### config.mk
export PLATFORM = sky130hd
export DESIGN_NAME = btn_conditioner
export DESIGN_NICKNAME = d
export VERILOG_FILES = /design/src/rtl/btn_conditioner.sv
export SDC_FILE = /design/constraint.sdc
export NUM_CORES = 1
export LEC_CHECK = 0
export BUFFER_PORTS_ARGS = -buffer_cell sky130_fd_sc_hd__buf_2
export CAP_MARGIN = 5
export CORE_MARGIN = 2
export CORE_UTILIZATION = 38
export DETAILED_ROUTE_END_ITERATION = 10
export PLACE_DENSITY = 0.53
export SETUP_SLACK_MARGIN = 0.1
export SLEW_MARGIN = 20
export SYNTH_ARGS = -nofsm -noshare
export SYNTH_HDL_FRONTEND = slang
export SYNTH_SLANG_ARGS = --single-unit
### constraint.sdc
create_clock -name game_clk_i -period 9.6 [get_ports game_clk_i]
set_input_delay 1.92 -clock game_clk_i [delete_from_list [all_inputs] [get_ports game_clk_i]]
set_output_delay 1.92 -clock game_clk_i [all_outputs]
set_load 0.02 [all_outputs]
### src/rtl/btn_conditioner.sv
// N-channel push-button conditioner: polarity fix, synchroniser, debounce, press/release pulses
// and per-channel auto-repeat, all in the game clock domain.
module btn_conditioner #(
    parameter int               N_BTN           = 4,
    parameter bit               ACTIVE_LOW      = 1'b1,
    parameter int               SYNC_STAGES     = 2,
    parameter int               DEBOUNCE_CYCLES = 250000,
    parameter logic [N_BTN-1:0] REPEAT_EN       = {N_BTN{1'b1}},
    parameter int               REPEAT_DELAY    = 25000000,
    parameter int               REPEAT_PERIOD   = 5000000
) (
    input  logic             game_clk_i,
    input  logic             game_rst_i,
    input  logic [N_BTN-1:0] btn_i,
    input  logic             enable_i,
    output logic [N_BTN-1:0] btn_level_o,
    output logic [N_BTN-1:0] btn_press_o,
    output logic [N_BTN-1:0] btn_repeat_o,
    output logic [N_BTN-1:0] btn_release_o
);

    localparam int RC_MAX = (REPEAT_DELAY > REPEAT_PERIOD) ? REPEAT_DELAY : REPEAT_PERIOD;
    localparam int DC_W   = $clog2(DEBOUNCE_CYCLES + 1);
    localparam int RC_W   = $clog2(RC_MAX + 1);

    localparam logic [DC_W-1:0] DC_LAST   = DC_W'(DEBOUNCE_CYCLES - 1);
    localparam logic [DC_W-1:0] DC_ONE    = DC_W'(1);
    localparam logic [RC_W-1:0] RC_DELAY  = RC_W'(REPEAT_DELAY);
    localparam logic [RC_W-1:0] RC_PERIOD = RC_W'(REPEAT_PERIOD);
    localparam logic [RC_W-1:0] RC_ONE    = RC_W'(1);

    typedef enum logic [1:0] {
        ST_IDLE   = 2'd0,
        ST_WAIT   = 2'd1,
        ST_REPEAT = 2'd2
    } rep_state_t;

    logic [N_BTN-1:0] raw_s;

    assign raw_s = ACTIVE_LOW ? ~btn_i : btn_i;

    for (genvar i = 0; i < N_BTN; i++) begin : g_ch
        localparam bit REP_EN = REPEAT_EN[i];

        logic [SYNC_STAGES-1:0] sync_q;
        logic                   sync_s;
        logic                   level_q, level_d;
        logic [DC_W-1:0]        dc_q, dc_d;
        logic                   rise_s, fall_s, fire_s;
        rep_state_t             state_q, state_d;
        logic [RC_W-1:0]        rc_q, rc_d;
        logic                   press_q, press_d;
        logic                   release_q, release_d;
        logic                   repeat_q, repeat_d;

        // Synchroniser chain; the raw pin only ever reaches the first flop.
        always_ff @(posedge game_clk_i or posedge game_rst_i) begin
            if (game_rst_i) begin
                sync_q <= '0;
            end else begin
                sync_q <= {sync_q[SYNC_STAGES-2:0], raw_s[i]};
            end
        end

        assign sync_s = sync_q[SYNC_STAGES-1];

        // Debounce: a level change is accepted only after DEBOUNCE_CYCLES consecutive mismatches.
        always_comb begin
            level_d = level_q;
            dc_d    = '0;
            rise_s  = 1'b0;
            fall_s  = 1'b0;
            if (sync_s != level_q) begin
                if (dc_q == DC_LAST) begin
                    level_d = sync_s;
                    rise_s  = sync_s;
                    fall_s  = ~sync_s;
                end else begin
                    dc_d = dc_q + DC_ONE;
                end
            end else begin
                dc_d = '0;
            end
        end

        // Repeat scheduler; a release always wins over a coincident expiry.
        always_comb begin
            state_d = state_q;
            rc_d    = rc_q;
            fire_s  = 1'b0;
            if (fall_s) begin
                state_d = ST_IDLE;
                rc_d    = '0;
            end else begin
                case (state_q)
                    ST_IDLE: begin
                        if (rise_s && REP_EN) begin
                            state_d = ST_WAIT;
                            rc_d    = RC_ONE;
                        end else begin
                            rc_d = '0;
                        end
                    end
                    ST_WAIT: begin
                        if (rc_q == RC_DELAY) begin
                            fire_s  = 1'b1;
                            state_d = ST_REPEAT;
                            rc_d    = RC_ONE;
                        end else begin
                            rc_d = rc_q + RC_ONE;
                        end
                    end
                    ST_REPEAT: begin
                        if (rc_q == RC_PERIOD) begin
                            fire_s = 1'b1;
                            rc_d   = RC_ONE;
                        end else begin
                            rc_d = rc_q + RC_ONE;
                        end
                    end
                    default: begin
                        state_d = ST_IDLE;
                        rc_d    = '0;
                    end
                endcase
            end
        end

        assign press_d   = rise_s & enable_i;
        assign release_d = fall_s & enable_i;
        assign repeat_d  = fire_s & enable_i;

        // Channel state and registered pulse outputs.
        always_ff @(posedge game_clk_i or posedge game_rst_i) begin
            if (game_rst_i) begin
                level_q   <= 1'b0;
                dc_q      <= '0;
                state_q   <= ST_IDLE;
                rc_q      <= '0;
                press_q   <= 1'b0;
                release_q <= 1'b0;
                repeat_q  <= 1'b0;
            end else begin
                level_q   <= level_d;
                dc_q      <= dc_d;
                state_q   <= state_d;
                rc_q      <= rc_d;
                press_q   <= press_d;
                release_q <= release_d;
                repeat_q  <= repeat_d;
            end
        end

        assign btn_level_o[i]   = level_q;
        assign btn_press_o[i]   = press_q;
        assign btn_release_o[i] = release_q;
        assign btn_repeat_o[i]  = repeat_q;
    end

endmodule

### Word-level counts from Yosys, hierarchy flattened

Cells that the tools add are included.

| cells by class | value |
|---|---|
| add/subtract/negate cells | 8 |
| equal/unequal tests | 36 |
| mux-type cells | 76 |
| bitwise logic cells | 17 |
| reduce and logical (&&, ||, !) cells | 12 |

Operators with widths:

| cell | count |
|---|---|
| 25-bit two-way mux | 12 |
| 25-bit case mux with 3 select lines | 4 |
| 18-bit two-way mux | 8 |
| 25-bit by 1-bit adder with 25-bit output, second input constant | 4 |
| 25-bit by 23-bit == test with 1-bit output, second input constant | 4 |
| 25-bit == test, second input constant | 4 |
| 18-bit by 1-bit adder with 18-bit output, second input constant | 4 |
| 18-bit == test, second input constant | 4 |
| 1-bit two-way mux | 32 |
| 2-bit two-way mux | 12 |
| 3-bit != test, second input constant | 8 |
| 2-bit case mux with 3 select lines | 4 |
| 1-bit AND | 12 |
| 3-bit AND reduction | 4 |
| 2-bit by 1-bit == test with 1-bit output, second input constant | 4 |
| 2-bit == test, second input constant | 4 |
| 2-bit zero test | 4 |
| 2-bit != test, second input constant | 4 |
| 1-bit case mux with 2 select lines | 4 |
| 2-bit AND reduction | 4 |
| 1-bit != test | 4 |
| 1-bit inverter | 4 |
| 4-bit inverter | 1 |

| word-level totals | value |
|---|---|
| flip-flop bits (word level) | 204 |
| output and inout bits | 16 |
| logic and storage cells | 181 |

### Logic depth before layout (Yosys ltp)

Gate-level depths: netlist of run 1.

| depth | value |
|---|---|
| depth in word-level cells | 6 |
| gate-level depth with buffers | 8 |
| depth with buffers taken out | 7 |

### Least setup slack after synthesis of run 1

OpenSTA, ideal clock, no wires.

| timing | value |
|---|---|
| path type | flip-flop to output port |
| start | reg g_ch[3].level_q |
| end | out btn_level_o[3] |
| data arrival time | 0.558 ns |
| slack | 7.122 ns |
| cell stages (with the launch flop) | 2 |
| buffers on the path | 1 |
| cells stage by stage | dfrtp_1 -> buf_4 |

RTL lines:

| item | line | RTL |
|---|---|---|
| start, declared | 47 | `logic level_q, level_d;` |
| start signal, assigned | 144 | `level_q <= level_d;` |
| end, declared | 16 | `output logic [N_BTN-1:0] btn_level_o,` |

No word-level cell between the ends.

### Final worst setup path of run 1

| timing | value |
|---|---|
| start | reg g_ch[2].level_q |
| end | out btn_level_o[2] |

RTL lines:

| item | line |
|---|---|
| start, declared | 47 |
| start signal, assigned | 144 |

No word-level cell between the ends.

==> flow_summary.toml, run 1 <==
[synth]
synth_simple_gate_area_share_pct = 27.46
async_flop_share_pct = 100.0
ys.flop_type = "dfrtp_1"
synth_most_common_cell = "nor2_1"
ys_seq_area_share_pct = 48.09
yosys.area.top_type = "dfrtp_1"
synth_warnings = 0
synth_top_family_by_area = "simple AND/OR/NAND/NOR gates"
ys_ff_latch = 204
synth_compound_area_share_pct = 2.841
synthXorXnorAreaFrac_pct = 12.95
synth-edff-count = 0
muxShareOfSynthArea_pct = 0.7779
synth_area_leaders = "dfrtp_1 48%, nor2_1 7.4%, xor2_1 6.7%"
syn-cell-area_um2 = 10620
synthAdderAreaFrac_pct = 3.890
post_synth.cell_area_avg_um2 = 9.703
yosysTopAreaCellShare_pct = 48.09
synth.top_cells.by_count = "209 x nor2_1, 204 x dfrtp_1, 81 x xor2_1"
synth.net_count = 1134
ys_types = 55
syn-instance-count = 1094

[finish]
fin_util_pct = 42.51
syn_to_final_growth_pct = 10.63
drive_above_1_share_pct = 7.623
fillers = 2734
antenna_cells = 0
nNetsFinal = 1139
stdcell_area_um2 = 11740

[cts]
cts_buffers = 24
cts_tree = "done"
clkSinkCount = 204
root_buffer = "clkbuf_16"
cts_max_path_buffers = 3
postCtsHoldBufs = 0
cts-htree-levels = 1
postCtsSetupBuffers = 0
path_clk_slew_ns = 0.06
clk_latency_ns = 0.51
cts_resized = 0

[min_path]
hold-path-endpoint = "g_ch[2].sync_q[1]$_DFF_PP0_"
holdCritPathClass = "reg -> reg"
min_from = "g_ch[2].sync_q[0]$_DFF_PP0_"
holdPathStages = 0

[critical_path]
slowest_stage = "dfrtp_1"
worstRegToRegCells = 6
critPathRequiredTime_ns = 7.68
rrSetupSlack_ns = 6.86
r2r-start = "g_ch[0].dc_q[0]$_DFF_PP0_"
critPathTopFamily = "flip-flops"
cp_max_fo = 4
cp-end-kind = "output pin"
path_depth = 1
critPathLaunchType = "flip-flop"
critPathBufInv = 1
critPathKind = "reg -> out"
arrival_ns = 1.11
cp_cell_sequence = "buf_2"
rr_endpoint = "g_ch[0].rc_q[19]$_DFF_PP0_"
cpPeakStageDelay_ns = 0.42

[grt]
antenna_found_initial = 0
overflow = 0
gr-usage-all-layers_pct = 14.71
grt_pass1_wl_um = 35910
grt_pass1_vias = 7242
grt_max_degree = 140

[power]
p_per_area_nw_per_um2 = 154.2
power.leakage_uw = 0.004860
ir_worst_vdd_uv = 123.7

[detailed_routing]
drtPass1Iterations = 5
drc = 0
ant_nets = 0
routed_wl_um = 20790
dr_total_vias = 7410
wl_per_cell_um = 13.93
vias_per_cell = 4.963
drt_iter0_drc = 578

[floorplan]
core.rowCount = 61
io_pins = 23
die_y_um = 171.1
dieArea_um2 = 29290
die_w_um = 171.1
core_um2 = 27630
start_util_pct = 38.42

[timing]
rsz0062_at_grt = "false"
hold_viol = 0
setup_viol = 0
maxSlewViolCount = 0
fmax_mhz = 330.0
finClkSkew_ns = 0.006498
fin_crit_ns = 3.030
finalCritPeriodShare_pct = 31.57
worst_pin_slew_ns = 0.9820
tns_ns = 0
slew_headroom_pct = 34.53

[place]
post_dp_cell_area_um2 = 10960
numPortBuffers = 22
place_hpwl_um = 13780
finalWeightedCongestion = 0.7647

[job]
maxCapViolCount = 0

[run_status]
status = "finished clean"
[power by group]
part	switching, uW	total, uW	internal (uW)
combinational	27.9	34.5	6.60
sequential	4.60	871	866
clock	356	905	549
total	388	1810	1420
[routing by layer]
layer  GRT usage (%)  routed length, um  up-vias
li1                -                  -     3728
met1           21.70              10690     3569
met2           22.69               9026       81
met3           2.221                614       32
met4           3.537                464        0
met5               0                  0        -
[cell type report]
type	instances	area, um^2	area share, %
flip-flops and latches	204	5105	43.47
multi-input cells	802	5087	43.32
clock buffers	31	678.2	5.775
repair buffers	23	117.6	1.001
inverters	44	172.7	1.470
clock inverters	11	110.1	0.9376
well taps	378	473.0	4.027
[state kept, by name, indices dropped and copies added (netlist names)]
signal	cells
g_ch.dc_q	72
g_ch.level_q	4
g_ch.press_q	4
g_ch.rc_q	100
g_ch.release_q	4
g_ch.repeat_q	4
g_ch.state_q	8
g_ch.sync_q	8
[cells by family (layout without fill, tap and decap cells)]
group,Yosys count,in the layout
AND/OR/NAND/NOR,565,565
flip-flops,204,204
XOR/XNOR,157,157
buffers and inverters,88,109
AO/OA/AOI/OAI,40,40
adder cells (fa/ha/maj),33,33
multiplexers,7,7
[through the flow]
| step | hold WS, ns | setup WS [ns] | cells | power [uW] |
|---|---|---|---|---|
| 6_report | 0.3419 | 6.570 | 1493 | 1810 |
| 5_1_grt | 0.3417 | 6.258 | 1493 | 1884 |
| 4_1_cts | 0.3431 | 6.453 | 1493 | 1844 |
| 3_5_place_dp | 0.3347 | 5.901 | 1451 | 922.9 |
| 3_3_place_gp | 0.3339 | 5.895 | 1451 | 922.5 |
| 2_1_floorplan | 0.3312 | 2.113 | 1094 | 910.6 |
[cells in the final DEF (no fill, tap or decap), types with 7 or more instances in the layout]
cell,count
nor3_1,39
xnor2_1,76
o21ai_0,8
nand3_1,64
and3_1,37
and4_1,19
clkbuf_16,25
ha_1,33
inv_1,43
clkinv_2,7
nor4bb_1,8
nand2b_1,9
and2_1,8
buf_2,22
nor4b_1,9
dfrtp_1,204
nor2_1,209
nand4_1,41
nor4_1,20
xor2_1,81
nand2_1,61
[how the worst max path moves through the flow]
stage | startpoint | to | slack, ns
after floorplan | game_rst_i | g_ch[0].dc_q[0]$_DFF_PP0_ | 2.11
after global placement | game_rst_i | g_ch[2].rc_q[19]$_DFF_PP0_ | 5.89
after detailed placement | game_rst_i | g_ch[2].rc_q[12]$_DFF_PP0_ | 5.90
after CTS | game_rst_i | g_ch[2].dc_q[8]$_DFF_PP0_ | 6.45
after global routing | game_rst_i | g_ch[2].sync_q[0]$_DFF_PP0_ | 6.26
final | g_ch[2].level_q$_DFFE_PP0P_ | btn_level_o[2] | 6.57
Note: power is estimated with default switching activity, not from simulation.
==> run 2, diff against run 1 <==
- PLACE_DENSITY: 0.53 -> 0.55
- clock period: 9.6 -> 2.5 ns (I/O delays scaled with it)
==> run 2 against run 1 <==
Against the previous run:
- worst setup slack got worse by 6.3 ns
- combinational power increased to 4.1 times the previous value
- clock power grew to 3.6 times the previous value
- non-clock buffer count rose by 16
- critical endpoint is now g_ch[0].state_q[1]$_DFFE_PP0P_
- largest power group is now registers
==> flow_summary.toml, run 2 (synthesis gave the netlist of run 1 again) <==
[run_status]
status = "finished clean"

[power]
p_per_area_nw_per_um2 = 570.5
power.leakage_uw = 0.004908
ir_worst_vdd_uv = 366.9

[floorplan]
core.rowCount = 61
dieArea_um2 = 29290
start_util_pct = 38.42
die_y_um = 171.1
die_w_um = 171.1
core_um2 = 27630
io_pins = 23

[critical_path]
critPathLaunchType = "flip-flop"
critPathKind = "reg -> reg"
cp_max_fo = 5
worstRegToRegCells = 7
critPathRequiredTime_ns = 2.89
slowest_stage = "o41ai_2"
path_depth = 7
arrival_ns = 2.63
cpPeakStageDelay_ns = 0.47
critPathTopFamily = "compound AO/OA/AOI/OAI gates"
cp-end-kind = "flip-flop"
cp_cell_sequence = "inv_1, ha_1, nor4b_1, nand4_1, o41ai_2, o21ai_0, mux2_2"
critPathBufInv = 1

[timing]
rsz0062_at_grt = "false"
final.setup.worst_slack_ns = 0.2660
finClkSkew_ns = 0.01061
fin_crit_ns = 2.234
setup_viol = 0
worst_pin_slew_ns = 0.6534
fmax_mhz = 447.6
finalCritPeriodShare_pct = 89.36
hold_viol = 0
slew_headroom_pct = 56.10
fin_hold_ws_ns = 0.1305
maxSlewViolCount = 0

[cts]
clk_latency_ns = 0.50
cts_tree = "done"
cts-htree-levels = 1
cts_max_path_buffers = 3
clkSinkCount = 204
root_buffer = "clkbuf_16"
path_clk_slew_ns = 0.06
cts_buffers = 23

[finish]
fin_util_pct = 42.79
nNetsFinal = 1154
layout_commonest_cell = "nor2_1"
largest_reg_flops = 100
final_cell_mix = "209 x nor2_1, 204 x dfrtp_1, 81 x xor2_1"
biggestRegsByFlops = "g_ch.rc_q (100), g_ch.dc_q (72)"
drive_above_1_share_pct = 8.622
syn_to_final_growth_pct = 11.36
antenna_cells = 0
top_register = "g_ch.rc_q"

[detailed_routing]
drt_iter0_drc = 409
dr_total_vias = 7507
wl_per_cell_um = 13.83
vias_per_cell = 4.995
drc = 0
routed_wl_um = 20780
ant_nets = 0
drtPass1Iterations = 4

[grt]
grt_pass1_vias = 7271
antenna_found_initial = 0
grt_max_degree = 108
overflow = 0
gr-usage-all-layers_pct = 14.62
grt_pass1_wl_um = 35890

[place]
finalWeightedCongestion = 0.8005
place_ws_ns = 0.1718
numPortBuffers = 22
place_hpwl_um = 13700

[min_path]
holdPathStages = 2
holdCritPathClass = "in -> reg"

[job]
maxCapViolCount = 0
run 2: changes by cell type in the layout (fill, tap and decap cells not counted), sizes merged:
cell         previous run  this run
clkbuf                 31        28
clkinv                  7         5
dlygate4sd3             0         1
buf                    23        38
inv                    44        43
run 2: cell type report:
cell class | count | area (um^2)
inverters | 44 | 168.9
well taps | 378 | 473.0
clock inverters | 8 | 92.59
clock buffers | 28 | 624.3
multi-input cells | 802 | 5101
repair buffers | 39 | 256.5
fillers | 2717 | 15810
flip-flops and latches | 204 | 5105
run 2: metal layers:
layer  wire, um  global-route usage, %  vias up
li1           -                      -     3763
met1      10410                  21.17     3626
met2       9196                  22.83       80
met3        726                  2.406       38
met4        450                  3.537        0
met5          0                      0        -
run 2: worst paths after layout:
check                                             from                        endpoint  slack, ns
setup / recovery             g_ch[0].rc_q[0]$_DFF_PP0_  g_ch[0].state_q[1]$_DFFE_PP0P_       0.27
hold / removal                                btn_i[1]     g_ch[1].sync_q[0]$_DFF_PP0_       0.13
setup reg to reg             g_ch[0].rc_q[0]$_DFF_PP0_  g_ch[0].state_q[1]$_DFFE_PP0P_       0.27
hold reg to reg            g_ch[2].sync_q[0]$_DFF_PP0_     g_ch[2].sync_q[1]$_DFF_PP0_       0.35
max in group asynchronous                   game_rst_i      g_ch[2].rc_q[19]$_DFF_PP0_       1.13
min in group asynchronous                   game_rst_i     g_ch[0].level_q$_DFFE_PP0P_       0.49
run 2: metrics by stage:
stage          setup TNS (ns)  cells  total power, uW  area [um^2]
2_1_floorplan         -131.43   1094             3498        10620
3_3_place_gp                0   1465             3551        11070
3_5_place_dp                0   1465             3552        11070
4_1_cts                     0   1502             6874        11800
5_1_grt                     0   1503             7035        11820
6_report                    0   1503             6744        11820
run 2: worst reg2reg max path, cell delays in order, from the launching register on:
cell and delay, ns:
dfrtp_1 0.41, inv_1 0.10, ha_1 0.14, nor4b_1 0.29
nand4_1 0.25, o41ai_2 0.47, o21ai_0 0.16, mux2_2 0.29
run 2: repair_timing:
item,4_1_cts,5_1_grt
buffers inserted,0,1
endpoints found under the setup margin,0,26
resized for setup,0,3
hold endpoints to repair,8,0
hold buffers,1,0
run 2: where the power goes:
part,switching (uW),leakage [uW],internal (uW)
registers,17.9,0.00282,3330
logic,109,0.00173,33.0
clock network,1300,0.000355,1960
